### src/rtl/hex_display_pkg.sv
// Shared constants, FSM states and glyph table for the hex display controller.
// Blink support is enabled by defining HEX_DISPLAY_BLINK_EN.
package hex_display_pkg;

    localparam logic [1:0] ADDR_VALUE  = 2'd0;
    localparam logic [1:0] ADDR_CTRL   = 2'd1;
    localparam logic [1:0] ADDR_STATUS = 2'd2;

    localparam int CTRL_MODE_BIT  = 0;
    localparam int CTRL_BLANK_LSB = 8;
    localparam int CTRL_BLINK_LSB = 16;

    localparam logic [6:0] SEG_BLANK = 7'h7F;
    localparam logic [6:0] SEG_DASH  = 7'b0111111;

    typedef enum logic [1:0] {
        ST_IDLE,
        ST_SHIFT,
        ST_LOAD
    } conv_state_t;

    // Active-low segments, bit 0 = segment a
    function automatic logic [6:0] glyph(input logic [3:0] nib);
        logic [6:0] g;
        case (nib)
            4'h0: g = 7'h40;
            4'h1: g = 7'h79;
            4'h2: g = 7'h24;
            4'h3: g = 7'h30;
            4'h4: g = 7'h19;
            4'h5: g = 7'h12;
            4'h6: g = 7'h02;
            4'h7: g = 7'h78;
            4'h8: g = 7'h00;
            4'h9: g = 7'h10;
            4'hA: g = 7'h08;
            4'hB: g = 7'h03;
            4'hC: g = 7'h46;
            4'hD: g = 7'h21;
            4'hE: g = 7'h06;
            default: g = 7'h0E;
        endcase
        return g;
    endfunction

    function automatic int unsigned pow10(input int n);
        int unsigned r;
        r = 1;
        for (int i = 0; i < n; i++) r = r * 10;
        return r;
    endfunction

endpackage

### src/rtl/bin2bcd_seq.sv
// Iterative double-dabble converter: 20 shift cycles, one load cycle.
// done pulses during the load cycle while bcd holds the final result.
module bin2bcd_seq (
    input  logic        clk,
    input  logic        reset,
    input  logic        start,
    input  logic [19:0] bin,
    output logic        busy,
    output logic        done,
    output logic [23:0] bcd
);
    import hex_display_pkg::*;

    conv_state_t state;
    logic [19:0] sh;
    logic [4:0]  cnt;
    logic [23:0] adj;

    always_comb begin
        adj = bcd;
        for (int i = 0; i < 6; i++) begin
            if (bcd[4*i +: 4] >= 4'd5) adj[4*i +: 4] = bcd[4*i +: 4] + 4'd3;
        end
    end

    always_ff @(posedge clk) begin
        if (reset) begin
            state <= ST_IDLE;
            busy  <= 1'b0;
            done  <= 1'b0;
            cnt   <= '0;
            sh    <= '0;
            bcd   <= '0;
        end else begin
            unique case (state)
                ST_IDLE: begin
                    done <= 1'b0;
                    if (start) begin
                        sh    <= bin;
                        bcd   <= '0;
                        cnt   <= '0;
                        busy  <= 1'b1;
                        state <= ST_SHIFT;
                    end
                end
                ST_SHIFT: begin
                    bcd <= {adj[22:0], sh[19]};
                    sh  <= {sh[18:0], 1'b0};
                    cnt <= cnt + 5'd1;
                    if (cnt == 5'd19) begin
                        done  <= 1'b1;
                        state <= ST_LOAD;
                    end
                end
                ST_LOAD: begin
                    done  <= 1'b0;
                    busy  <= 1'b0;
                    state <= ST_IDLE;
                end
                default: state <= ST_IDLE;
            endcase
        end
    end

endmodule

### src/rtl/hex_display_ctrl.sv
// Avalon-MM seven-segment controller with hex and decimal display modes.
// Define HEX_DISPLAY_BLINK_EN to build in per-digit blinking.
module hex_display_ctrl #(
    parameter int NUM_DIGITS = 6,
    parameter int BLINK_DIV  = 12_500_000
) (
    input  logic                    clk,
    input  logic                    reset,
    input  logic [1:0]              address,
    input  logic                    write,
    input  logic [31:0]             writedata,
    input  logic                    read,
    output logic [31:0]             readdata,
    output logic                    waitrequest,
    output logic [NUM_DIGITS*7-1:0] hex
);
    import hex_display_pkg::*;

    localparam logic [19:0] MAX_DEC = 20'(pow10(NUM_DIGITS) - 1);

    logic [23:0]              value_q;
    logic                     mode_q;
    logic                     ovf_q;
    logic [NUM_DIGITS-1:0]    blank_q;
    logic [NUM_DIGITS-1:0]    blink_off;
    logic [NUM_DIGITS*7-1:0]  seg_q;
    logic [NUM_DIGITS*7-1:0]  hex_seg;
    logic [NUM_DIGITS*7-1:0]  dec_seg;
    logic [23:0]              next_value;
    logic                     next_mode;
    logic                     wr_ok;
    logic                     reg_wr;
    logic                     conv_busy;
    logic                     conv_done;
    logic [23:0]              conv_bcd;
    logic                     ovf_calc;
    logic                     zero_run;
    logic [31:0]              ctrl_rd;
    logic [31:0]              rd_mux;
    logic                     unused_bits;

    assign unused_bits = ^writedata[31:24];

    assign waitrequest = write & conv_busy;
    assign wr_ok       = write & ~conv_busy;
    assign reg_wr      = wr_ok & (address == ADDR_VALUE || address == ADDR_CTRL);

    assign next_value = (wr_ok && address == ADDR_VALUE) ? writedata[23:0] : value_q;
    assign next_mode  = (wr_ok && address == ADDR_CTRL) ? writedata[CTRL_MODE_BIT] : mode_q;

    bin2bcd_seq u_conv (
        .clk   (clk),
        .reset (reset),
        .start (reg_wr & next_mode),
        .bin   (next_value[19:0]),
        .busy  (conv_busy),
        .done  (conv_done),
        .bcd   (conv_bcd)
    );

    assign ovf_calc = (value_q[23:20] != 4'd0) || (value_q[19:0] > MAX_DEC);

    // Scan from the top digit so leading zeros blank; digit 0 always shows
    always_comb begin
        hex_seg  = '0;
        dec_seg  = '0;
        zero_run = 1'b1;
        for (int d = NUM_DIGITS - 1; d >= 0; d--) begin
            zero_run = zero_run && (conv_bcd[4*d +: 4] == 4'd0);
            dec_seg[7*d +: 7] = (zero_run && d != 0) ? SEG_BLANK : glyph(conv_bcd[4*d +: 4]);
            hex_seg[7*d +: 7] = glyph(next_value[4*d +: 4]);
        end
    end

    always_comb begin
        hex = '0;
        for (int d = 0; d < NUM_DIGITS; d++) begin
            hex[7*d +: 7] = (blank_q[d] || blink_off[d]) ? SEG_BLANK : seg_q[7*d +: 7];
        end
    end

`ifdef HEX_DISPLAY_BLINK_EN
    localparam int CW = $clog2(BLINK_DIV + 1);

    logic [CW-1:0]         blink_cnt;
    logic                  blink_phase;
    logic [NUM_DIGITS-1:0] blink_q;

    always_ff @(posedge clk) begin
        if (reset) begin
            blink_cnt   <= '0;
            blink_phase <= 1'b0;
            blink_q     <= '0;
        end else begin
            if (wr_ok && address == ADDR_CTRL)
                blink_q <= writedata[CTRL_BLINK_LSB +: NUM_DIGITS];
            if (blink_cnt == CW'(BLINK_DIV - 1)) begin
                blink_cnt   <= '0;
                blink_phase <= ~blink_phase;
            end else begin
                blink_cnt <= blink_cnt + 1'b1;
            end
        end
    end

    assign blink_off = blink_phase ? blink_q : '0;
`else
    assign blink_off = '0;
`endif

    always_comb begin
        ctrl_rd = '0;
        ctrl_rd[CTRL_MODE_BIT] = mode_q;
        ctrl_rd[CTRL_BLANK_LSB +: NUM_DIGITS] = blank_q;
`ifdef HEX_DISPLAY_BLINK_EN
        ctrl_rd[CTRL_BLINK_LSB +: NUM_DIGITS] = blink_q;
`endif
        case (address)
            ADDR_VALUE:  rd_mux = {8'd0, value_q};
            ADDR_CTRL:   rd_mux = ctrl_rd;
            ADDR_STATUS: rd_mux = {30'd0, ovf_q, conv_busy};
            default:     rd_mux = '0;
        endcase
    end

    always_ff @(posedge clk) begin
        if (reset) begin
            value_q  <= '0;
            mode_q   <= 1'b0;
            blank_q  <= '0;
            ovf_q    <= 1'b0;
            readdata <= '0;
            seg_q    <= {NUM_DIGITS{SEG_BLANK}};
        end else begin
            if (wr_ok && address == ADDR_VALUE) value_q <= writedata[23:0];
            if (wr_ok && address == ADDR_CTRL) begin
                mode_q  <= writedata[CTRL_MODE_BIT];
                blank_q <= writedata[CTRL_BLANK_LSB +: NUM_DIGITS];
            end
            // Writes are stalled while converting, so these never collide
            if (reg_wr && !next_mode) begin
                seg_q <= hex_seg;
            end else if (conv_done && mode_q) begin
                seg_q <= ovf_calc ? {NUM_DIGITS{SEG_DASH}} : dec_seg;
                ovf_q <= ovf_calc;
            end
            if (read) readdata <= write ? 32'd0 : rd_mux;
        end
    end

endmodule

### config.mk
export PLATFORM = sky130hd
export DESIGN_NAME = hex_display_ctrl
export DESIGN_NICKNAME = d
export VERILOG_FILES = /design/src/rtl/hex_display_pkg.sv /design/src/rtl/bin2bcd_seq.sv /design/src/rtl/hex_display_ctrl.sv
export SDC_FILE = /design/constraint.sdc
export NUM_CORES = 1
export LEC_CHECK = 0
export BUFFER_PORTS_ARGS = -buffer_cell sky130_fd_sc_hd__buf_2
export CORE_UTILIZATION = 45
export CTS_CLUSTER_SIZE = 30
export DETAILED_ROUTE_END_ITERATION = 7
export PLACE_DENSITY = 0.63
export REMOVE_ABC_BUFFERS = 1
export SLEW_MARGIN = 0
export SYNTH_ARGS = -nofsm -noshare
export SYNTH_HDL_FRONTEND = slang
export SYNTH_SLANG_ARGS = --single-unit
### constraint.sdc
create_clock -name clk -period 3.9 [get_ports clk]
set_input_delay 0.585 -clock clk [delete_from_list [all_inputs] [get_ports clk]]
set_output_delay 0.585 -clock clk [all_outputs]
set_load 0.03 [all_outputs]
==> results.rst <==
.. list-table::
   :header-rows: 1

   * - Metric
     - Value
   * - Cell total after placement
     - 1708
   * - Top-level port count
     - 113
   * - Post-synthesis cell count
     - 1326
   * - Final Instance Area
     - 0.0126 mm^2
   * - Highest clock rate
     - 328 MHz
   * - Syn-to-layout area delta
     - 12.9%
   * - Most used flip-flop cell after synthesis
     - dfxtp_1
   * - Worst Reg-to-Reg Cells
     - 9
   * - DRT Pass-1 Iters
     - 6
   * - Number of hold-slack violations in the final timing report
     - 0
   * - Sw power
     - 0.00120 W
   * - Number of input and output port buffers inserted
     - 96
   * - Setup bufs post-CTS
     - 0
   * - Routability cong.
     - 0.876
   * - Largest net degree at the start of global routing
     - 60
   * - Top cells by area, synth
     - dfxtp_1 35%, ha_1 10%, mux2i_1 4.5%, nor2_1 4.0%, nand2_1 4.0%
   * - Signal arrival time at the worst endpoint
     - 3.34 ns
   * - Std-Cell Core Area
     - 0.0243 mm^2
   * - CTS tree
     - built
   * - Mean instance size in the synthesized netlist
     - 8.41 um^2
   * - Worst setup slack after placement
     - 0.539 ns
   * - Final Non-Filler Cells
     - 1741
   * - Cell at the root of the clock tree
     - clkbuf_16
   * - Source-to-sink clock delay at the later pin of the worst-skew pair
     - 0.44 ns
   * - Total Routing Usage GR
     - 23.6%
   * - DRC violation count after routing
     - 0
   * - Share of the synthesized area in the top cell type
     - 34.6%
   * - Post-layout nets
     - 1530
   * - Critical Path RT
     - 4.20 ns
   * - Width of the die
     - 159 um
   * - Leading cell type in the layout, fill and taps excluded
     - dfxtp_1
   * - Std cell rows
     - 57
   * - Worst Path Max Fanout
     - 23
   * - Starting utilization of the core area
     - 45.9%
   * - Largest vdd supply drop
     - 0.303 mV
   * - Area of the mapped netlist
     - 0.0112 mm^2
   * - Number of enable flip-flop cells after synthesis
     - 0
   * - Library cell with the largest summed area after synthesis
     - dfxtp_1
   * - Standard cell with the maximum stage delay on the critical path
     - or4b_2
   * - Yosys warnings
     - 0
   * - Seq pwr share
     - 47.3%
   * - Clock-pin slew on the worst setup and hold paths
     - 0.07 ns
   * - Crit start category
     - flip-flop
   * - Initial antenna violation count
     - 1
   * - Clock Skew
     - 0.00908 ns
   * - Internal
     - 0.00314 W
   * - Count of cell types in the netlist
     - 82
   * - Commonest cells after routing, fill and taps aside
     - 193 x dfxtp_1, 119 x nor2_1, 118 x nand2_1
   * - Overall routed net length
     - 30500 um
   * - Sequential-to-total area share from yosys stat
     - 34.6%
   * - Crit share post-route
     - 78.1%
   * - Ys async rst share
     - 0%
   * - Post-detail-place hpwl
     - 22100 um
   * - Max clock buf depth
     - 2
   * - Number of sinks on the clock net
     - 193
   * - Number of buffers created by CTS
     - 17
   * - Number of filler cells placed in the layout
     - 2332
   * - Share of power burned in combinational logic
     - 12.8%
   * - Ratio of routed vias to standard cells
     - 5.72
   * - Number of gates given a new drive strength after cts
     - 0
   * - Least-Margin Pin Slew
     - 1.08 ns
   * - Via count of the first global-routing pass
     - 9026
   * - Sw frac
     - 27.6%
   * - Class of the tightest hold or removal check
     - input pin to flip-flop
   * - Max Slew Vio Count
     - 0
   * - Kind of capture point of the worst setup path
     - flip-flop
   * - Number of endpoints failing setup at the final stage
     - 0
   * - Global-route wire length before repair
     - 48500 um
   * - Via Count
     - 9960
   * - Post-Place Cell Area
     - 0.0120 mm^2
   * - Residual overflow from global routing
     - 0
   * - Power share of the clock group
     - 39.9%
   * - Leakage power
     - 5.17 nW
   * - Area enclosed by the die boundary
     - 0.0254 mm^2
   * - Kind of critical path
     - flip-flop to flip-flop
   * - Number of instances on the worst hold path
     - 3
   * - Number of levels in the clock H-tree
     - 4
   * - Delay of the slowest critical-path stage
     - 1.02 ns
   * - Y dimension of the die
     - 159 um
   * - Power density over the cells
     - 345 mW/mm^2
   * - Per-cell routed wire length
     - 17.5 um
   * - Antenna violation net count after detailed routing
     - 0
   * - Layout cells sized above 1
     - 18.1%
   * - Tmin final
     - 3.04 ns
   * - Unrepaired setup endpoints after global routing
     - no
   * - Max-capacitance violation count
     - 0
   * - Cells traversed along the worst timing path
     - or4b_2 -> buf_4 -> nand2_1 -> and2_1 -> inv_1 -> ha_1 -> a22o_1 -> a21oi_1 -> o211ai_1
   * - Starting DRT DRC Count
     - 1129
   * - Post-layout worst setup margin
     - 0.856 ns
   * - Hold buffers post-CTS
     - 0
   * - Register bit count reported by yosys
     - 193
   * - Status
     - completed
   * - Normalized max-slew margin
     - 27.8%
-- layer usage --
metal | part of all wire, % | wire length (um) | GRT usage (%) | vias to the layer above
met5 | 0 | 0 | 0 | -
met4 | 1.6 | 488 | 6.42 | 0
met3 | 5.8 | 1770 | 3.91 | 34
met2 | 43 | 13100 | 35.4 | 327
met1 | 50 | 15100 | 34.7 | 4671
li1 | - | - | - | 4928
-- cell families (layout without fill, tap and decap cells) --
kind of cell / count (synthesis) / count (layout) / share of synthesized area, %
and+or+nand+nor: 465 / 465 / 20.6
AOI/OAI and AO/OA: 347 / 347 / 21.7
DFF: 193 / 193 / 34.6
buffers and inverters: 157 / 240 / 6.04
adders and majority gates: 89 / 89 / 9.98
muxes: 63 / 63 / 6.08
xor gates and xnor gates: 11 / 11 / 0.864
other: 1 / 9 / 0.0336
-- cell usage after synthesis (all sizes together) (11+ instances only) --
library cell  count
o21ai            66
dfxtp           193
a22oi            39
nand3b           16
a222oi           16
inv              67
mux2i            53
o22ai            21
nand2           118
o211ai           25
nor3b            11
a31oi            16
clkbuf           53
ha               89
nand2b           14
buf              36
and2             13
o221ai           16
a21oi            67
or2              47
nor3             40
nor2            119
nand3            40
-- power groups by stage --
stage	clock, W	sequential, W	combinational (W)
2_1_floorplan	0	0.00209	0.000353
3_3_place_gp	0	0.00210	0.000544
3_5_place_dp	0	0.00210	0.000546
4_1_cts	0.00176	0.00205	0.000550
5_1_grt	0.00184	0.00206	0.000599
6_report	0.00173	0.00205	0.000554
-- metrics by stage --
step	TNS, ns	utilization [%]	total power [W]	hold slack (ns)
after floorplan	-60.08	-	0.00244	0.422
after global placement	0	49.4	0.00264	0.445
after detailed placement	0	49.4	0.00264	0.452
after CTS	0	51.8	0.00436	0.418
after global routing	0	51.8	0.00450	0.424
final	0	51.8	0.00434	0.428
-- final timing paths --
path	start	endpoint	slack, ns
worst max-delay path	u_conv.busy	seg_q[14]	0.86
worst min-delay path	read	readdata[0]	0.43
worst min register to register	u_conv.sh[8]	u_conv.sh[9]	0.46
worst max register to register	u_conv.busy	seg_q[14]	0.86
-- area by class of cell --
type                    instances  area [um^2]  area share (%)
diodes                          1         2.50          0.0199
clock buffers                  22          474            3.77
clock inverters                10          103           0.815
inverters                      68          255            2.03
multi-input cells             983         6680            53.0
flip-flops and latches        193         3860            30.7
well taps                     324          405            3.22
repair buffers                140          813            6.46
-- critical path, delay by kind of cell, from the launching register on --
family / cells / cell delay [ns]
buffers and inverters: 2 / 0.41
adder cells (fa/ha/maj): 1 / 0.23
AND/OR/NAND/NOR: 3 / 1.30
flip-flops: 1 / 0.40
AO/OA/AOI/OAI: 3 / 0.54
Note: power is estimated with default switching activity, not from simulation.
